[src/rtl/cfg_bitstream_loader_if.sv]
// Host-side byte stream feeding the configuration loader (valid/ready handshake).
interface cfg_bitstream_loader_if;
    logic [7:0] data;
    logic       valid;
    logic       ready;

    modport master (output data, output valid, input ready);
    modport slave  (input data, input valid, output ready);
endinterface

[src/rtl/cfg_bitstream_loader.sv]
// Serialises host configuration bytes (LSB first) into cfg_value/cfg_clk pulses
// that shift exactly CHAIN_LEN bits through the fabric configuration chain.
module cfg_bitstream_loader #(
    parameter int unsigned CHAIN_LEN = 5,
    parameter int unsigned CLK_DIV   = 2,
    localparam int unsigned CNT_W    = $clog2(CHAIN_LEN + 1)
) (
    input  logic                   clk_i,
    input  logic                   rst_n_i,
    input  logic                   start_i,
    cfg_bitstream_loader_if.slave  host_if,
    output logic                   cfg_clk_o,
    output logic                   cfg_value_o,
    output logic                   busy_o,
    output logic                   loaded_o,
    output logic [CNT_W-1:0]       bit_count_o
);

    localparam int unsigned      DIV_W     = (CLK_DIV > 1) ? $clog2(CLK_DIV) : 1;
    localparam logic [DIV_W-1:0] DIV_LAST  = DIV_W'(CLK_DIV - 1);
    localparam logic [CNT_W-1:0] CNT_MAX   = CNT_W'(CHAIN_LEN);
    localparam logic [CNT_W-1:0] CNT_FINAL = CNT_W'(CHAIN_LEN - 1);

    typedef enum logic [2:0] {
        S_IDLE,
        S_WAIT_BYTE,
        S_SETUP,
        S_HIGH,
        S_DONE
    } state_e;

    state_e             state_q, state_d;
    logic [7:0]         shift_q, shift_d;
    logic [2:0]         bit_idx_q, bit_idx_d;
    logic [DIV_W-1:0]   div_q, div_d;
    logic [CNT_W-1:0]   cnt_q, cnt_d;
    logic               cfg_clk_q, cfg_clk_d;
    logic               value_q, value_d;
    logic               ready_q, ready_d;
    logic               busy_q, busy_d;
    logic               loaded_q, loaded_d;

    // State and registered outputs
    always_ff @(posedge clk_i or negedge rst_n_i) begin
        if (!rst_n_i) begin
            state_q   <= S_IDLE;
            shift_q   <= 8'h00;
            bit_idx_q <= 3'd0;
            div_q     <= '0;
            cnt_q     <= '0;
            cfg_clk_q <= 1'b0;
            value_q   <= 1'b0;
            ready_q   <= 1'b0;
            busy_q    <= 1'b0;
            loaded_q  <= 1'b0;
        end else begin
            state_q   <= state_d;
            shift_q   <= shift_d;
            bit_idx_q <= bit_idx_d;
            div_q     <= div_d;
            cnt_q     <= cnt_d;
            cfg_clk_q <= cfg_clk_d;
            value_q   <= value_d;
            ready_q   <= ready_d;
            busy_q    <= busy_d;
            loaded_q  <= loaded_d;
        end
    end

    // Next state; outputs are precomputed from the next state so they stay glitch-free
    always_comb begin
        state_d   = state_q;
        shift_d   = shift_q;
        bit_idx_d = bit_idx_q;
        div_d     = div_q;
        cnt_d     = cnt_q;
        value_d   = value_q;

        case (state_q)
            S_IDLE, S_DONE: begin
                if (start_i) begin
                    state_d = S_WAIT_BYTE;
                    cnt_d   = '0;
                end
            end
            S_WAIT_BYTE: begin
                if (host_if.valid && ready_q) begin
                    shift_d   = host_if.data;
                    bit_idx_d = 3'd0;
                    div_d     = '0;
                    value_d   = host_if.data[0];
                    state_d   = S_SETUP;
                end
            end
            S_SETUP: begin
                if (div_q == DIV_LAST) begin
                    div_d   = '0;
                    state_d = S_HIGH;
                end else begin
                    div_d = div_q + DIV_W'(1);
                end
            end
            S_HIGH: begin
                if (div_q == DIV_LAST) begin
                    div_d = '0;
                    if (cnt_q != CNT_MAX) begin
                        cnt_d = cnt_q + CNT_W'(1);
                    end
                    if (cnt_q == CNT_FINAL) begin
                        state_d = S_DONE;
                    end else if (bit_idx_q == 3'd7) begin
                        state_d = S_WAIT_BYTE;
                    end else begin
                        bit_idx_d = bit_idx_q + 3'd1;
                        value_d   = shift_q[bit_idx_d];
                        state_d   = S_SETUP;
                    end
                end else begin
                    div_d = div_q + DIV_W'(1);
                end
            end
            default: state_d = S_IDLE;
        endcase

        cfg_clk_d = (state_d == S_HIGH);
        ready_d   = (state_d == S_WAIT_BYTE);
        busy_d    = (state_d == S_WAIT_BYTE) || (state_d == S_SETUP) || (state_d == S_HIGH);
        loaded_d  = (state_d == S_DONE);
    end

    assign host_if.ready = ready_q;
    assign cfg_clk_o     = cfg_clk_q;
    assign cfg_value_o   = value_q;
    assign busy_o        = busy_q;
    assign loaded_o      = loaded_q;
    assign bit_count_o   = cnt_q;

endmodule

[src/flat_wrapper.sv]
// flat-port wrapper written by rule: the top's interface ports become plain ports
module cfg_bitstream_loader_flat 
#(
    parameter int unsigned CHAIN_LEN = 5,
    parameter int unsigned CLK_DIV   = 2,
    localparam int unsigned CNT_W    = $clog2(CHAIN_LEN + 1)
)
  (clk_i, rst_n_i, start_i, cfg_clk_o, cfg_value_o, busy_o, loaded_o, bit_count_o, host_if_data, host_if_valid, host_if_ready);
  cfg_bitstream_loader_if host_if_i ();
  input  logic clk_i;
  input  logic rst_n_i;
  input  logic start_i;
  output logic cfg_clk_o;
  output logic cfg_value_o;
  output logic busy_o;
  output logic loaded_o;
  output logic [CNT_W-1:0] bit_count_o;
  input wire logic [$bits(host_if_i.data)-1:0] host_if_data;
  input wire logic [$bits(host_if_i.valid)-1:0] host_if_valid;
  output wire logic [$bits(host_if_i.ready)-1:0] host_if_ready;
  assign host_if_i.data = host_if_data;
  assign host_if_i.valid = host_if_valid;
  assign host_if_ready = host_if_i.ready;
  cfg_bitstream_loader #(.CHAIN_LEN(CHAIN_LEN), .CLK_DIV(CLK_DIV)) u_core (.clk_i(clk_i), .rst_n_i(rst_n_i), .start_i(start_i), .host_if(host_if_i), .cfg_clk_o(cfg_clk_o), .cfg_value_o(cfg_value_o), .busy_o(busy_o), .loaded_o(loaded_o), .bit_count_o(bit_count_o));
endmodule
[config.mk]
export PLATFORM = sky130hd
export DESIGN_NAME = cfg_bitstream_loader_flat
export DESIGN_NICKNAME = d
export VERILOG_FILES = /design/src/rtl/cfg_bitstream_loader_if.sv /design/src/rtl/cfg_bitstream_loader.sv /design/src/flat_wrapper.sv
export SDC_FILE = /design/constraint.sdc
export NUM_CORES = 1
export LEC_CHECK = 0
export BUFFER_PORTS_ARGS = -buffer_cell sky130_fd_sc_hd__buf_2
export CORE_UTILIZATION = 48
export DETAILED_ROUTE_END_ITERATION = 12
export PLACE_DENSITY = 0.82
export RECOVER_POWER = 50
export SETUP_SLACK_MARGIN = 0.2
export SYNTH_ARGS = -nofsm -noshare
export SYNTH_HDL_FRONTEND = slang
export SYNTH_SLANG_ARGS = --single-unit
[constraint.sdc]
create_clock -name clk_i -period 1.8 [get_ports clk_i]
set_input_delay 0.27 -clock clk_i [delete_from_list [all_inputs] [get_ports clk_i]]
set_output_delay 0.27 -clock clk_i [all_outputs]
set_load 0.05 [all_outputs]
==> results of run 1 <==
cell usage after synthesis (all sizes together):
library cell,count
a31o,1
nand2b,4
nand2,11
nand3b,2
dfrtp,23
and2,1
a2bb2oi,2
ha,5
nor2b,1
a22oi,1
mux2i,1
o311ai,1
nor3,2
o22ai,1
inv,6
nor2,4
nand3,2
a32oi,1
a21o,1
o31ai,1
o211ai,1
a221o,1
mux4,1
o21ai,10
nand4b,1
mux2,9
report_power, final:
part	switching [mW]	total (mW)	internal (mW)
Clock	0.154	0.237	0.0832
Combinational	0.673	1.19	0.520
Sequential	0.177	0.903	0.726
cell families after synthesis:
| kind of cell | after synthesis |
|---|---|
| buf+inv | 6 |
| fa+ha+maj | 5 |
| mux | 11 |
| compound gates | 21 |
| simple gates | 28 |
| flops | 23 |
area by class of cell:
type	count	area, µm²	share of cell area (%)
clock buffer	3	22.5	1.63
clock inverter	1	5.00	0.362
inverter	6	22.5	1.63
multi-input combinational	65	581	42.0
sequential	23	579	41.9
tap	27	33.8	2.44
timing repair buffer	25	140	10.1
state kept, by name, summed over array words and instances (netlist names):
| signal | cells |
|---|---|
| u_core.shift_q | 8 |
| u_core.busy_o | 1 |
| u_core.cfg_value_o | 1 |
| u_core.div_q | 1 |
| u_core.bit_idx_q | 3 |
| u_core.bit_count_o | 3 |
| u_core.host_if.ready | 1 |
| u_core.state_q | 3 |
| u_core.loaded_o | 1 |
| u_core.cfg_clk_o | 1 |
worst max-delay path, cell delays in order, from the launching register on:
cell	delay, ps
dfrtp_2	440
ha_4	170
ha_4	150
a21o_1	160
a221o_2	430
nand2b_4	170
o21ai_2	110
metrics by stage:
stage,area [µm²],cells,hold WS [ps],setup slack [ps],util [%]
after floorplan,1120,94,-25.6,139,-
after global placement,1250,141,263,146,61.5
after detailed placement,1250,141,266,75.7,61.5
after CTS,1320,148,158,72.8,64.8
after global routing,1380,150,141,14.9,67.8
final,1380,150,165,98.8,67.8
worst max-delay path by stage:
stage	from	end	slack, ps	cells after the start
after floorplan	u_core.bit_idx_q[0]$_DFFE_PN0P_	u_core.cfg_value_o$_DFFE_PN0P_	140	6
after global placement	u_core.bit_idx_q[0]$_DFFE_PN0P_	u_core.bit_idx_q[0]$_DFFE_PN0P_	150	6
after detailed placement	u_core.bit_idx_q[1]$_DFFE_PN0P_	u_core.bit_idx_q[0]$_DFFE_PN0P_	80	6
after CTS	u_core.bit_idx_q[0]$_DFFE_PN0P_	u_core.bit_idx_q[0]$_DFFE_PN0P_	70	6
after global routing	u_core.bit_idx_q[0]$_DFFE_PN0P_	u_core.cfg_value_o$_DFFE_PN0P_	10	6
final	u_core.bit_idx_q[0]$_DFFE_PN0P_	u_core.bit_idx_q[0]$_DFFE_PN0P_	100	6
layer usage:
metal  wire, µm  up-vias
met5          0        -
li1           -      398
met3         70        7
met2       1080       20
met1        880      403
met4         61        0
timing repair:
| action | in CTS | in global routing |
|---|---|---|
| buffers inserted | 2 | 2 |
| resized for setup | 3 | 9 |
| hold buffers | 1 | 0 |
| hold endpoints to repair | 23 | 0 |
| pin swaps | 2 | 5 |
| setup endpoints to repair | 4 | 9 |
==> flow_metrics.tcl, run 1 <==
set metrics [dict create \
    synth_area_leaders "dfrtp_1 (53%), mux2_1 (8.2%), ha_1 (5.7%), o21ai_1 (4.6%), nand2_1 (3.8%)" \
    post_drt_wl_per_cell_um 13.9 \
    powerDensity_nw_per_um2 1690 \
    r2r-end "u_core.bit_idx_q[0]$_DFFE_PN0P_" \
    crit_fanout 7 \
    outcome "completed" \
    synth.distinct_cells 30 \
    rsz0062_at_grt "yes" \
    min_from "host_if_data[1]" \
    synth_mux_area_share_pct 12.3 \
    cts_root_buffer "clkbuf_4" \
    drt_drc_violations_left 0 \
    regToRegSetupSlack_ps 100 \
    finalSetupViolations 0 \
    synth_xor_area_share_pct 0 \
    slew_violations 0 \
    reg2reg_from "u_core.bit_idx_q[0]$_DFFE_PN0P_" \
    hold_viol 0 \
    wl_mm 2.09 \
    postRouteAntennaNets 0 \
    crit_arrival_ps 1940 \
    gp_congestion 0.869 \
    tns_ps 0 \
    grt_use_met3_pct 3.09 \
    hold_class "primary input to flop" \
    layout.nets 141 \
    port_buffers 19 \
    clock_tree.buffer_depth 2 \
    drive_gt1_share_pct 39.8 \
    synth-seq-area-share_pct 52.7 \
    max-slew-margin-rel_pct 20.1 \
    ys_ff_latch 23 \
    rows 16 \
    period_share_pct 94.5 \
    clock-sinks 23 \
    coreArea_um2 2040 \
    top_usage_layer "met2" \
    io_pins 20 \
    worstPathRequired_ps 2040 \
    synth_top_area_share_pct 52.7 \
    min_to "u_core.shift_q[1]$_DFFE_PN0P_" \
    grt_use_total_pct 18.3 \
    start_util_pct 53.5 \
    worst_slew_pin_slew_ps 1200 \
    clkTransAtPathRegs_ps 130 \
    viasPerCell 5.52 \
    cts-htree-levels 1 \
    p_leak_nw 0.655 \
    hold_depth 2 \
    synth.avg_cell_area_um2 11.6 \
    syn_nets 111 \
    yosys.area.top_type "dfrtp_1" \
    cts_tree "built" \
    end_kind "flop" \
    synth_compound_area_share_pct 12.8 \
    use_met1_pct 23.1 \
    overflow 0 \
    grt_antenna_before_repair 0 \
    vdd_drop_max_uv 881 \
    use_met2_pct 29.3 \
    grt_pass1_wl_mm 3.35 \
    power_mw 2.33 \
    drt-initial-drc-count 5 \
    synth_top_family_by_area "simple AND/OR/NAND/NOR gates" \
    synth.cell_area_um2 1090 \
    critPathKind "flop to flop" \
    cts_buffers 3 \
    critPathLaunchType "flop" \
    yosysWarnings 0 \
    first_global_vias 791 \
    dr.pass1.iters 4 \
    grt_max_degree 24 \
    layout_min_cycle_time_ps 1700 \
    die-area_um2 2470 \
    final_cell_mix "dfrtp_1 (20), buf_2 (17), nand2_1 (11)" \
    fmax_mhz 588 \
    synth_fa_ha_area_share_pct 5.73 \
    fillCellCount 158 \
    syn_inst 94 \
    die_y_um 49.7 \
    clk_latency_ps 320 \
    drv_cap 0 \
    synth-simple-area-share_pct 14.4 \
    final_common_cell "dfrtp_1" \
    num_vias 828 \
    ff2ff_path_depth 6 \
    clock-skew-final_ps 11.2 \
    die_w_um 49.7 \
    area_delta_synth_final_pct 26.7 \
    place_hpwl_mm 1.42 \
    diodes 0 \
]
Note: power is estimated with default switching activity, not from simulation.
==> run 2, diff against run 1 <==
Settings changed: CORE_UTILIZATION 48 to 40, PLACE_DENSITY 0.82 to 0.72.
==> run 2 against run 1 <==
  * Die area grew 19%
  * Via count shrank 0.36%
  * Global-route usage shrank 0.62 points
  * Sequential power shrank 1%
  * Highest routed layer unchanged
  * Final cell count is the same
  * Power shrank 4.4%
  * Utilization shrank 15 points
==> flow_metrics.tcl, run 2 (synthesis results as in run 1) <==
set metrics [dict create \
    outcome "completed" \
    place_hpwl_mm 1.47 \
    post_drt_wl_per_cell_um 13.6 \
    clock-sinks 23 \
    rows 18 \
    layout.nets 138 \
    coreArea_um2 2520 \
    wl_mm 2.04 \
    cpPeakStageDelay_ps 430 \
    grt_use_total_pct 17.7 \
    cts-htree-levels 1 \
    num_vias 825 \
    critPathKind "flop to flop" \
    drt_drc_violations_left 0 \
    drv_cap 0 \
    first_global_vias 814 \
    clock_tree.buffer_depth 2 \
    area_delta_synth_final_pct 22.5 \
    fmax_mhz 595 \
    die_w_um 54.3 \
    grt_max_degree 24 \
    grt_pass1_wl_mm 3.54 \
    crit_slowest_cell "dfrtp_1" \
    rsz0062_at_grt "yes" \
    finalSetupViolations 0 \
    clock-skew-final_ps 7.95 \
    die-area_um2 2940 \
    crit_chain "ha_4 > ha_4 > a21o_1 > a221o_2 > nand2b_4 > o21ai_2" \
    hold_depth 2 \
    cpLargestDelayFamily "compound AO/OA/AOI/OAI gates" \
    regMostFlops "u_core.shift_q" \
    critPathLaunchType "flop" \
    drive_gt1_share_pct 35.8 \
    slew_violations 0 \
    cts_root_buffer "clkbuf_4" \
    dr.pass1.iters 4 \
    vdd_drop_max_uv 821 \
    cts_tree "built" \
    cp_num_cells 6 \
    hold_class "primary input to flop" \
    max-slew-margin-rel_pct 61.0 \
    gp_congestion 0.786 \
    final_area_um2 1340 \
    crit_fanout 7 \
    worst-path-buf-inv 0 \
    cts_buffers 3 \
    die_y_um 54.3 \
    tns_ps 0 \
    drt-initial-drc-count 14 \
    clkTransAtPathRegs_ps 120 \
    postRouteAntennaNets 0 \
    clk_latency_ps 320 \
    viasPerCell 5.50 \
    diodes 0 \
    grt_antenna_before_repair 0 \
    hold_viol 0 \
    place_area_um2 1260 \
    worst_slew_pin_slew_ps 587 \
    layout_min_cycle_time_ps 1680 \
    final_cell_mix "dfrtp_1 (21), buf_2 (18), nand2_1 (11)" \
    io_pins 20 \
    start_util_pct 43.3 \
    period_share_pct 93.4 \
    overflow 0 \
    crit_top_cell "ha_4" \
    worstPathRequired_ps 2050 \
    crit_arrival_ps 1940 \
    p_leak_nw 0.636 \
    final_common_cell "dfrtp_1" \
    end_kind "flop" \
    powerDensity_nw_per_um2 1670 \
    ff2ff_path_depth 6 \
    whs_ps 160 \
    largest_register_ffs 8 \
    port_buffers 19 \
]
==> run 2: report_power, final <==
group,internal [mW],switching [mW]
Combinational,0.464,0.626
Sequential,0.724,0.170
Clock,0.0834,0.162
Total,1.27,0.958
==> run 2: final timing paths <==
kind	startpoint	to	slack (ps)
worst min-delay path	host_if_data[3]	u_core.shift_q[3]$_DFFE_PN0P_	160
worst max-delay path	u_core.bit_idx_q[1]$_DFFE_PN0P_	u_core.bit_idx_q[0]$_DFFE_PN0P_	120
max in group asynchronous	rst_n_i	u_core.bit_idx_q[0]$_DFFE_PN0P_	990
worst min register to register	u_core.shift_q[7]$_DFFE_PN0P_	u_core.shift_q[7]$_DFFE_PN0P_	500
worst max register to register	u_core.bit_idx_q[1]$_DFFE_PN0P_	u_core.bit_idx_q[0]$_DFFE_PN0P_	120
min in group asynchronous	rst_n_i	u_core.bit_count_o[2]$_DFFE_PN0P_	440
==> run 2: area by class of cell <==
| type | count | area (µm²) |
|---|---|---|
| well taps | 30 | 37.5 |
| clock buffers | 3 | 22.5 |
| fillers | 242 | 1180 |
| flip-flops and latches | 23 | 578 |
| repair buffers | 22 | 119 |
| clock inverters | 1 | 5.00 |
| inverters | 6 | 22.5 |
| multi-input cells | 65 | 553 |
==> run 2: timing repair <==
| item | CTS | global route |
|---|---|---|
| resized for setup | 2 | 6 |
| endpoints found under the setup margin | 4 | 9 |
| pin swaps | 1 | 3 |
| setup buffers | 1 | 0 |
| hold buffers | 1 | 0 |
| hold endpoints to repair | 23 | 0 |
| cloned | 0 | 0 |
==> run 2: through the flow <==
step           power (mW)  setup WS (ps)  cells  utilization (%)
4_1_cts              2.20           92.3    150             52.2
3_3_place_gp         1.90            148    144             49.9
5_1_grt              2.42           45.1    150             53.0
2_1_floorplan        1.68            139     94                -
6_report             2.23            119    150             53.0
3_5_place_dp         1.94           81.3    144             49.9
==> run 2: routing by layer <==
layer  GRT usage, %  vias to the layer above  wire length, µm
li1               -                      391                -
met1           19.6                      405              896
met2           29.5                       22              995
met3           6.11                        7               84
met4           9.83                        0               61
met5              0                        -                0
==> run 3, diff against run 2 <==
Settings changed: PLACE_DENSITY 0.72 to unset, PLACE_DENSITY_LB_ADDON set to 0.25.
==> run 3 against run 2 <==
  * Power increased by 0.10%
  * Maximum frequency shrank 1.2%
  * Sequential share of layout area shrank 0.28 points
  * Critical path depth increased by 1
  * Final cell count rose by 1.3%
  * Routed wire length fell by 7.3%
  * Critical path type unchanged
  * Critical endpoint is now u_core.bit_idx_q[1]$_DFFE_PN0P_
==> flow_metrics.tcl, run 3 (synthesis results as in run 1) <==
set metrics [dict create \
    wl_met2_um 928 \
    r2r-end "u_core.bit_idx_q[1]$_DFFE_PN0P_" \
    critPathLaunchType "flop" \
    hold_depth 2 \
    outcome "completed" \
    hold_class "primary input to flop" \
    clock-sinks 23 \
    crit_arrival_ps 1910 \
    cts_tree "built" \
    power_mw 2.23 \
    crit_fanout 5 \
    post_drt_wl_per_cell_um 12.4 \
    dr.max_layer_used "met4" \
    rows 18 \
    place_hpwl_mm 1.47 \
    reg2reg_from "u_core.bit_idx_q[1]$_DFFE_PN0P_" \
    slew_violations 0 \
    clkTransAtPathRegs_ps 120 \
    coreArea_um2 2520 \
    end_kind "flop" \
    io_pins 20 \
    place_ws_ps 81.4 \
    tns_ps 0 \
    first_global_vias 786 \
    hold_viol 0 \
    min_from "host_if_data[6]" \
    fillCellCount 227 \
    area_delta_synth_final_pct 23.3 \
    vdd_drop_max_uv 829 \
    layout_min_cycle_time_ps 1700 \
    drv_cap 0 \
    grt_max_degree 24 \
    grt_antenna_before_repair 0 \
    p_leak_nw 0.644 \
    grt_use_total_pct 16.3 \
    gp_congestion 0.811 \
    clock-skew-final_ps 2.95 \
    drt-initial-drc-count 4 \
    cts_root_buffer "clkbuf_4" \
    final.setup.worst_slack_ps 98.6 \
    die_w_um 54.3 \
    overflow 0 \
    start_util_pct 43.3 \
    layout.nets 140 \
    cts-htree-levels 1 \
    die_y_um 54.3 \
    worst_slew_pin_slew_ps 594 \
    clk_latency_ps 310 \
    grt_pass1_wl_mm 3.33 \
    final_area_um2 1350 \
    port_buffers 19 \
    critPathKind "flop to flop" \
    viasPerCell 5.26 \
    powerDensity_nw_per_um2 1660 \
    diodes 0 \
    place_area_um2 1260 \
    met3_wirelength_um 87 \
    die-area_um2 2940 \
    whs_ps 163 \
    drt_drc_violations_left 0 \
    final_common_cell "dfrtp_1" \
    final_cell_mix "dfrtp_1 (21), buf_2 (18), nand2_1 (11)" \
    period_share_pct 94.5 \
    worstPathRequired_ps 2010 \
    regMostFlops "u_core.shift_q" \
    max-slew-margin-rel_pct 60.6 \
    rsz0062_at_grt "yes" \
    wl_met1_um 838 \
    num_vias 800 \
    cts_buffers 3 \
    crit_path_start "u_core.bit_idx_q[1]$_DFFE_PN0P_" \
    drive_gt1_share_pct 35.2 \
    regToRegSetupSlack_ps 100 \
    postRouteAntennaNets 0 \
    dr.pass1.iters 3 \
    wl_mm 1.89 \
    fmax_mhz 588 \
    ff2ff_path_depth 7 \
    largest_register_ffs 8 \
    clock_tree.buffer_depth 2 \
    min_to "u_core.shift_q[6]$_DFFE_PN0P_" \
    finalSetupViolations 0 \
]
## run 3: power breakdown
group          switching [mW]  internal (mW)
Combinational           0.622          0.479
Sequential              0.173          0.724
Clock                   0.152         0.0831
## run 3: layout make-up
type,instances,area (µm²),area share (%)
sequential,23,578,42.9
timing repair buffer,24,134,9.94
clock buffer,3,22.5,1.67
clock inverter,1,5.00,0.372
tap,30,37.5,2.79
multi-input combinational,65,547,40.6
inverter,6,22.5,1.67
## run 3: routing by layer
| layer | vias to the layer above | global-route usage (%) |
|---|---|---|
| met5 | - | 0 |
| met3 | 5 | 3.89 |
| met1 | 378 | 20.0 |
| met4 | 0 | 8.55 |
| met2 | 17 | 26.6 |
| li1 | 400 | - |
## run 3: how the worst max path moves through the flow
| stage | end | slack, ps | cells past startpoint |
|---|---|---|---|
| 4_1_cts | u_core.cfg_value_o$_DFFE_PN0P_ | 100 | 6 |
| 5_1_grt | u_core.bit_idx_q[1]$_DFFE_PN0P_ | 30 | 7 |
| 2_1_floorplan | u_core.cfg_value_o$_DFFE_PN0P_ | 140 | 6 |
| 6_report | u_core.bit_idx_q[1]$_DFFE_PN0P_ | 100 | 7 |
| 3_3_place_gp | u_core.bit_idx_q[0]$_DFFE_PN0P_ | 140 | 6 |
| 3_5_place_dp | u_core.cfg_value_o$_DFFE_PN0P_ | 80 | 6 |
## run 3: repair_timing
item	CTS	global route
endpoints found under the setup margin	4	9
resized for setup	3	3
hold buffers	1	0
buffers inserted	1	2
pin swaps	0	2
endpoints found under the hold margin	23	0
## run 3: per-stage QoR
step                      instances  utilization, %
after global placement          144            49.9
after global routing            152            53.4
after CTS                       150            52.3
after floorplan                  94               -
final                           152            53.4
after detailed placement        144            49.9
## run 3: critical path, cell delays in order, from the launching register on
cell and delay, ps:
dfrtp_1 440, ha_4 180, ha_4 150, a21o_1 160
a221o_1 410, buf_4 160, nand2_1 50, o21ai_1 60
